**config.mk**
```make
export PLATFORM = sky130hd
export DESIGN_NAME = imm_decode_stage
export DESIGN_NICKNAME = d
export VERILOG_FILES = /design/src/rtl/imm_decode_stage.sv
export SDC_FILE = /design/constraint.sdc
export NUM_CORES = 1
export LEC_CHECK = 0
export CAP_MARGIN = 20
export CORE_UTILIZATION = 47
export CTS_CLUSTER_DIAMETER = 100
export DETAILED_ROUTE_END_ITERATION = 12
export HOLD_SLACK_MARGIN = 0.03
export PLACE_DENSITY = 0.76
export SYNTH_ARGS = -nofsm -noshare
export SYNTH_HDL_FRONTEND = slang
export SYNTH_SLANG_ARGS = --single-unit
```
**constraint.sdc**
```tcl
create_clock -name clk -period 8.08 [get_ports clk]
set_input_delay 2.02 -clock clk [delete_from_list [all_inputs] [get_ports clk]]
set_output_delay 2.02 -clock clk [all_outputs]
set_load 0.02 [all_outputs]
```
**src/rtl/imm_decode_stage.sv**
```systemverilog
// Decode-path immediate generator: classifies the opcode, sign-extends the immediate
// to XLEN and registers the result behind a valid/ready stage with a one-entry skid.
module imm_decode_stage #(
  parameter int XLEN  = 32,
  parameter int CNT_W = 16
) (
  input  logic             clk,
  input  logic             rst,
  input  logic             in_valid,
  output logic             in_ready,
  input  logic [31:0]      in_instr,
  input  logic [XLEN-1:0]  in_pc,
  output logic             out_valid,
  input  logic             out_ready,
  output logic [XLEN-1:0]  out_imm,
  output logic [2:0]       out_fmt,
  output logic [31:0]      out_instr,
  output logic [XLEN-1:0]  out_pc,
  output logic [CNT_W-1:0] illegal_cnt
);

  typedef enum logic [2:0] {
    FMT_I   = 3'd0,
    FMT_S   = 3'd1,
    FMT_B   = 3'd2,
    FMT_J   = 3'd3,
    FMT_U   = 3'd4,
    FMT_R   = 3'd5,
    FMT_ILL = 3'd7
  } fmt_e;

  typedef struct packed {
    logic [XLEN-1:0] imm;
    logic [2:0]      fmt;
    logic [31:0]     instr;
    logic [XLEN-1:0] pc;
  } ent_t;

  fmt_e               fmt_c;
  logic [31:0]        imm32_c;
  logic signed [31:0] imm32_s;
  ent_t               new_ent;

  ent_t               out_q, out_d, skid_q, skid_d;
  logic               out_vld_q, out_vld_d, skid_vld_q, skid_vld_d;
  logic [CNT_W-1:0]   cnt_q, cnt_d;
  logic               in_xfer, out_xfer;

  always_comb begin
    fmt_c = FMT_ILL;
    case (in_instr[6:0])
      7'b0010011, 7'b0000011, 7'b1100111,
      7'b1110011, 7'b0001111: fmt_c = FMT_I;
      7'b0100011:             fmt_c = FMT_S;
      7'b1100011:             fmt_c = FMT_B;
      7'b1101111:             fmt_c = FMT_J;
      7'b0110111, 7'b0010111: fmt_c = FMT_U;
      7'b0110011:             fmt_c = FMT_R;
      7'b0011011:             fmt_c = (XLEN == 64) ? FMT_I : FMT_ILL;
      7'b0111011:             fmt_c = (XLEN == 64) ? FMT_R : FMT_ILL;
      default:                fmt_c = FMT_ILL;
    endcase
  end

  // Every format's immediate MSB is instr[31], so a 32-bit form sign-extends uniformly.
  always_comb begin
    imm32_c = '0;
    case (fmt_c)
      FMT_I:   imm32_c = {{20{in_instr[31]}}, in_instr[31:20]};
      FMT_S:   imm32_c = {{20{in_instr[31]}}, in_instr[31:25], in_instr[11:7]};
      FMT_B:   imm32_c = {{19{in_instr[31]}}, in_instr[31], in_instr[7],
                          in_instr[30:25], in_instr[11:8], 1'b0};
      FMT_J:   imm32_c = {{11{in_instr[31]}}, in_instr[31], in_instr[19:12],
                          in_instr[20], in_instr[30:21], 1'b0};
      FMT_U:   imm32_c = {in_instr[31:12], 12'b0};
      default: imm32_c = '0;
    endcase
  end

  assign imm32_s = imm32_c;

  always_comb begin
    new_ent       = '0;
    new_ent.imm   = XLEN'(imm32_s);
    new_ent.fmt   = fmt_c;
    new_ent.instr = in_instr;
    new_ent.pc    = in_pc;
  end

  // in_ready depends only on registered skid state, never on out_ready.
  assign in_ready = !skid_vld_q && !rst;
  assign in_xfer  = in_valid && in_ready;
  assign out_xfer = out_vld_q && out_ready;

  always_comb begin
    out_d      = out_q;
    out_vld_d  = out_vld_q;
    skid_d     = skid_q;
    skid_vld_d = skid_vld_q;
    cnt_d      = cnt_q;
    if (!out_vld_q || out_xfer) begin
      if (skid_vld_q) begin
        out_d      = skid_q;
        out_vld_d  = 1'b1;
        skid_vld_d = 1'b0;
        if (in_xfer) begin
          skid_d     = new_ent;
          skid_vld_d = 1'b1;
        end
      end else if (in_xfer) begin
        out_d     = new_ent;
        out_vld_d = 1'b1;
      end else begin
        out_vld_d = 1'b0;
      end
    end else if (in_xfer) begin
      skid_d     = new_ent;
      skid_vld_d = 1'b1;
    end
    if (out_xfer && out_q.fmt == FMT_ILL && cnt_q != '1)
      cnt_d = cnt_q + CNT_W'(1);
  end

  always_ff @(posedge clk or posedge rst) begin
    if (rst) begin
      out_q      <= '0;
      out_vld_q  <= 1'b0;
      skid_q     <= '0;
      skid_vld_q <= 1'b0;
      cnt_q      <= '0;
    end else begin
      out_q      <= out_d;
      out_vld_q  <= out_vld_d;
      skid_q     <= skid_d;
      skid_vld_q <= skid_vld_d;
      cnt_q      <= cnt_d;
    end
  end

  assign out_valid   = out_vld_q;
  assign out_imm     = out_q.imm;
  assign out_fmt     = out_q.fmt;
  assign out_instr   = out_q.instr;
  assign out_pc      = out_q.pc;
  assign illegal_cnt = cnt_q;

endmodule
```
Yosys cells after proc, flatten, opt, wreduce, memory -nomap -nowiden:

Cells that the tools add are included.

* register bits after elaboration: 216
* logic and storage cells: 57
* input port bits: 68

* add/subtract/negate cells: 1
* muxes and demuxes: 12
* equality and inequality tests: 18
* reduce and logical (&&, ||, !) cells: 15

Operators with widths (number)
* 2-to-1 mux 99 bit: 5
* one-hot mux 32 bit (5 select lines): 1
* equality test 7 bit, second input constant: 4
* equality test 7 x 6 -> 1 bit, second input constant: 3
* one-hot mux 3 bit (6 select lines): 1
* adder 16 x 1 -> 16 bit, second input constant: 1
* != test 16 bit, second input constant: 1
* equality test 7 x 5 -> 1 bit, second input constant: 2
* equality test 7 x 2 -> 1 bit, second input constant: 1
* equality test 7 x 4 -> 1 bit, second input constant: 1
* equality test 3 x 2 -> 1 bit, second input constant: 2
* equality test 3 bit, second input constant: 2
* logical AND 1 bit: 5
* 2-to-1 mux 1 bit: 5
* OR reduction 5 bit: 1
* nonzero test 2 bit: 2
* equality test 3 x 1 -> 1 bit, second input constant: 1
* logical NOT 1 bit: 3
* logical NOT 3 bit: 1
* != test 2 bit, second input constant: 1
* AND reduction 2 bit: 1
* OR reduction 2 bit: 1
* logical OR 1 bit: 1

Depth between registers and ports, before layout:

Gate-level depths: netlist (run 1).

* depth after elaboration: 8
* gate-level depth with buffers: 7
* gate-level depth less buffers: 6

Worst setup path before layout (run 1):

Ideal clock, no wire load.

* path type: input -> output
* from: in rst
* to: out in_ready
* stages: 1
* data arrival time: 2.300 ns
* setup slack: 3.760 ns
* path buffers: 0
* path through: nor2_1

* word-level cells in the longest chain between the ends: 2

Ends and longest elaborated chain
* start, declared: RTL line 8 `input logic rst,`
* logical NOT 1 bit (no line)
* logical AND 1 bit: RTL line 91 `assign in_ready = !skid_vld_q && !rst;`
* end, declared: RTL line 10 `output logic in_ready,`

No other way between the ends.

Worst setup path after layout (run 1):

Ends and elaborated chain as after synthesis.

==> results of run 1 <==
layout by cell type (no fill, tap or decap), drive strengths merged, types with 3 or more instances in the layout:
master,synthesis,final
o21a,3,3
nand4,5,5
clkdlybuf4s50,0,184
and3,6,6
and4,4,4
clkbuf,49,32
clkinv,0,7
nand3b,21,21
xor2,8,8
o31ai,3,3
nor2,34,34
nand3,20,20
inv,13,14
mux2i,65,65
a21oi,45,45
o21ai,102,102
dfrtp,216,216
xnor2,6,6
o211ai,6,6
o31a,3,3
nand2,317,317
nand2b,6,6
buf,18,10
nor3,3,3
nor3b,3,3
a31oi,18,18
a22oi,11,11
logic make-up (layout without fill, tap and decap cells):
group / count (synthesis) / count (layout) / synth area share [%]
buffers and inverters: 80 / 251 / 3.363
xor gates and xnor gates: 14 / 14 / 1.282
adders and majority gates: 1 / 1 / 0.1308
and+or+nand+nor: 433 / 433 / 19.46
muxes: 67 / 67 / 7.040
DFF: 216 / 216 / 56.53
AOI/OAI and AO/OA: 197 / 197 / 12.20
report_power, final:
group          internal [mW]  leakage [nW]  switching, mW
clock network          0.658         0.395          0.442
registers               1.32          2.69          0.142
logic                  0.368          2.36          0.429
total                   2.35          5.45           1.01
per-layer routing:
layer	up-vias	share of wire, %	track usage, %
met5	-	0	0
met4	0	1.8	5.873
met3	36	7.1	4.205
met2	272	46	38.34
met1	3780	45	33.04
li1	3696	-	-
worst max-delay path, stage by stage:
cell and delay, ns:
clkdlybuf4s50_1 0.53, nor2_1 0.14, clkdlybuf4s50_1 0.61
registers in the layout, summed over array words and instances, names as in the netlist:
| register | count |
|---|---|
| out_imm | 32 |
| out_fmt | 3 |
| out_pc | 32 |
| skid_q | 99 |
| illegal_cnt | 16 |
| skid_vld_q | 1 |
| out_instr | 32 |
| out_valid | 1 |
final timing paths:
kind	from	to	slack, ns	cells after the start
worst max-delay path	rst	in_ready	2.77	3
worst min-delay path	skid_q[65]	skid_q[65]	0.47	2
worst max register to register	skid_vld_q	out_imm[29]	4.89	4
worst min register to register	skid_q[65]	skid_q[65]	0.47	2
max in group asynchronous	rst	skid_q[31]	4.40	4
min in group asynchronous	rst	out_pc[2]	1.97	2
layout make-up:
class | instances | share of cell area [%]
flip-flops and latches | 216 | 43.66
well taps | 265 | 2.677
repair buffers | 194 | 15.63
inverters | 13 | 0.4545
multi-input cells | 712 | 31.11
clock buffers | 32 | 5.505
clock inverters | 12 | 0.9595
==> results.txt, run 1 <==
Area of the multi-input gates -> 3854 sq um
Vias -> 7,784
Routed wire length -> 24,220 um
Vias in the first global route -> 7,421
Gpl congestion -> 0.7959
Worst setup path class -> primary input to primary output
End-of-flow core utilization -> 62.83%
Post-CTS Hold Fix Bufs -> 0
Fraction of final layout cells sized beyond drive strength 1 -> 6.107%
Reg clk slew, reported paths -> 0.06 ns
Gr ovfl total -> 0
Initial antenna violation count -> 0
CP arrival -> 3.29 ns
CTS tree -> built
Top cell type's share of synthesized area -> 56.53%
Clk_skew -> 0.01181 ns
First-pass GRT wire length -> 38,860 um
Final worst-path cycle share -> 65.78%
Cells after Synth -> 1,008
CTS sink cnt -> 216
Pre-CTS setup slack -> 2.723 ns
PortBufs -> 184
Seq/Total Area, Yosys -> 56.53%
Static leakage -> 5.452 nW
DP Wirelength -> 15,430 um
Mean Syn Cell Area -> 9.486 sq um
Max Cap Violations -> 0
RSZ-0062 raised after global routing -> false
CTS max path bufs -> 3
Cts repair resizes -> 0
Dpl cells -> 1,399
All-Layer GR Usage -> 23.72%
Yosys reg bits -> 216
Worst path required time -> 6.06 ns
TritonCTS Buffers -> 24
DIE HEIGHT -> 144.6 um
Total negative slack -> 0 ns
Synth Flop Type -> dfrtp_1
Final WS setup -> 2.765 ns
Area growth, synth to finish -> 29.56%
Count leader, synth -> nand2_1
H-tree levels -> 1
Mapped cell area -> 9562 sq um
Synthesized net count -> 1,077
Die area -> 20,920 sq um
Max Fanout on Critical Path -> 3
DRT Pass-1 Iters -> 4
Via-to-Cell Ratio -> 5.391
Fin cells -> 1,444
Async SR Flop Fraction -> 100.0%
Ant diodes -> 0
Final ANT Viol Nets -> 0
Post-route cell area -> 12,390 sq um
Fmax -> 188.2 MHz
Startpoint types -> primary input
Layout net count -> 1,230
YS warnings -> 0
Tmin final -> 5.315 ns
FF/Latch Area -> 5409 sq um
Site Rows -> 51
Area after DPL -> 11,560 sq um
Power Density -> 271.4 nW/um^2
Synth cell types -> 50
CP endpoint kind -> primary output
Core area -> 19,720 sq um
# DRC -> 0
Setup-failing EPs final -> 0
Post-synth EDFFs -> 0
Slew Viols, Final -> 0
Tightest Pin Transition -> 1.120 ns
CTS root buf -> clkbuf_16
Slew headroom -> 25.34%
Hold WS -> 0.4650 ns
Initial Utilization -> 48.49%
Worst Hold Class -> register to register
Die X -> 144.6 um
Total power -> 3.362 mW
Filler cells -> 1,640
Worst skew pair latency -> 0.51 ns
Status -> completed
# IOs -> 185
Number of setup buffers added after CTS -> 0
Peak VDD IR -> 0.1672 mV
Drt wl/cell -> 16.78 um
Hold Fails Final Rpt -> 0
Top cells by area, synth -> dfrtp_1, nand2_1, mux2i_1, o21ai_0, a21oi_1
Commonest cells in the netlist -> nand2_1, dfrtp_1, o21ai_0, mux2i_1, clkbuf_1
Largest net degree at the start of global routing -> 151
Initial drt markers -> 569
Cell taking the most area after synthesis -> dfrtp_1
No activity file was read; power rests on OpenSTA's default activity.
==> run 2, diff against run 1 <==
Clock period 8.08 ns to 4.3 ns, I/O delays scaled along.
==> run 2 against run 1 <==
  * Register-to-register slack worse by 3.4 ns
  * Non-clock buffer count up 13
  * Critical path type unchanged
  * Final cell count up 0.83%
==> results.txt, run 2 (synthesized netlist as in run 1, its figures left out) <==
Worst path required time -> 3.22 ns
Fraction of final layout cells sized beyond drive strength 1 -> 6.969%
Total negative slack -> 0 ns
Largest net degree at the start of global routing -> 85
Reg clk slew, reported paths -> 0.06 ns
# DRC -> 0
Final ANT Viol Nets -> 0
Area growth, synth to finish -> 31.44%
RSZ-0062 raised after global routing -> false
Hold EP -> skid_q[65]
Setup-failing EPs final -> 0
Reg2Reg Depth -> 5
Reg2reg setup slack -> 1.45 ns
Startpoint types -> primary input
CTS tree -> built
DIE HEIGHT -> 144.6 um
Slew Viols, Final -> 0
TritonCTS Buffers -> 24
All-Layer GR Usage -> 23.93%
Gr ovfl total -> 0
Worst path max stage delay -> 0.61 ns
Initial drt markers -> 538
Routed wire length -> 24,750 um
Status -> completed
Vias in the first global route -> 7,456
CP arrival -> 2.27 ns
Filler cells -> 1,607
Crit-path cells -> clkdlybuf4s50_1, nor2_1, clkdlybuf4s50_1
Critical path's slowest cell -> clkdlybuf4s50_1
CTS sink cnt -> 216
DP Wirelength -> 15,900 um
Biggest register -> skid_q
Area of the multi-input gates -> 3854 sq um
Clk_skew -> 0.008328 ns
Tightest Pin Transition -> 1.097 ns
Total power -> 6.487 mW
Initial antenna violation count -> 0
RR Endpoint -> out_imm[12]
Hold Path Depth -> 2
Initial Utilization -> 48.49%
H-tree levels -> 1
Static leakage -> 5.545 nW
Layout net count -> 1,243
Via-to-Cell Ratio -> 5.371
Ant diodes -> 0
Max reg flops -> 99
CTS root buf -> clkbuf_16
Die area -> 20,920 sq um
Most common library cell in the layout ignoring fill and taps -> nand2_1
Most frequent cells in the layout -> nand2_1, dfrtp_1, clkdlybuf4s50_1, o21ai_0, mux2i_1
Max Fanout on Critical Path -> 3
Worst Hold Class -> register to register
Post-CTS Hold Fix Bufs -> 0
Vias -> 7,820
Core area -> 19,720 sq um
Tmin final -> 3.341 ns
Die X -> 144.6 um
Final worst-path cycle share -> 77.69%
Max Cap Violations -> 0
Worst skew pair latency -> 0.52 ns
Reg-to-Reg Start -> skid_vld_q
DRT Pass-1 Iters -> 5
# IOs -> 185
FF/Latch Area -> 5409 sq um
Fmax -> 299.3 MHz
Hold Fails Final Rpt -> 0
Most frequent CP cell -> clkdlybuf4s50_1
Drt wl/cell -> 17.00 um
Hold Crit Start -> skid_q[65]
Peak VDD IR -> 0.3725 mV
CP endpoint kind -> primary output
First-pass GRT wire length -> 39,110 um
CTS max path bufs -> 3
Site Rows -> 51
Gpl congestion -> 0.7880
PortBufs -> 184
Cts repair resizes -> 0
Worst setup path class -> primary input to primary output
Slew headroom -> 26.87%
Power Density -> 516.1 nW/um^2
Number of setup buffers added after CTS -> 0
[run 2: cell count changes in the layout (fill, tap and decap cells not counted), sizes merged]
cell      previous run  this run
inv                 14        13
bufinv               2         4
clkinv               7         3
clkinvlp             2         1
buf                 10        23
clkbuf              32        35
[run 2: final cells by class]
cell class | instances | share of cell area [%]
Multi-Input combinational cell | 712 | 30.66
Sequential cell | 216 | 43.04
Inverter | 13 | 0.4181
Clock buffer | 35 | 5.674
Timing Repair Buffer | 207 | 16.43
Clock inverter | 8 | 1.145
Tap cell | 265 | 2.638
[run 2: per-layer routing]
metal  up-vias  wire [um]  track usage (%)
li1       3733          -                -
met1      3770      10950            33.20
met2       273      11630            38.41
met3        44       1612            4.437
met4         0        561            6.593
met5         -          0                0
[run 2: power breakdown]
part	switching [mW]	internal (mW)	leakage [nW]	total, mW
Clock	0.830	1.39	0.423	2.22
Sequential	0.267	2.48	2.69	2.75
Combinational	0.814	0.703	2.43	1.52
Total	1.91	4.57	5.55	6.49
[run 2: worst max-delay path: cells and delay by family]
| kind | cells | cell delay, ns |
|---|---|---|
| buffers and inverters | 2 | 1.08 |
| AND/OR/NAND/NOR | 1 | 0.11 |
[run 2: worst max path at each step]
stage	startpoint	end	slack, ns
after floorplan	rst	illegal_cnt[0]	0.41
after global placement	in_instr[6]	out_imm[26]	0.92
after global routing	rst	in_ready	0.89
final	rst	in_ready	0.96
after detailed placement	in_instr[6]	out_imm[27]	0.81
after CTS	rst	in_ready	0.95
[run 2: through the flow]
step,area (sq um),std cells,setup slack (ns),hold WS (ns),util (%)
final,12570,1456,0.9593,0.4653,63.74
after global placement,11710,1413,0.9205,0.4486,59.39
after floorplan,9565,1008,0.4129,0.4385,-
after CTS,12570,1456,0.9532,0.4685,63.74
after global routing,12570,1456,0.8858,0.4939,63.74
after detailed placement,11710,1413,0.8101,0.4555,59.39
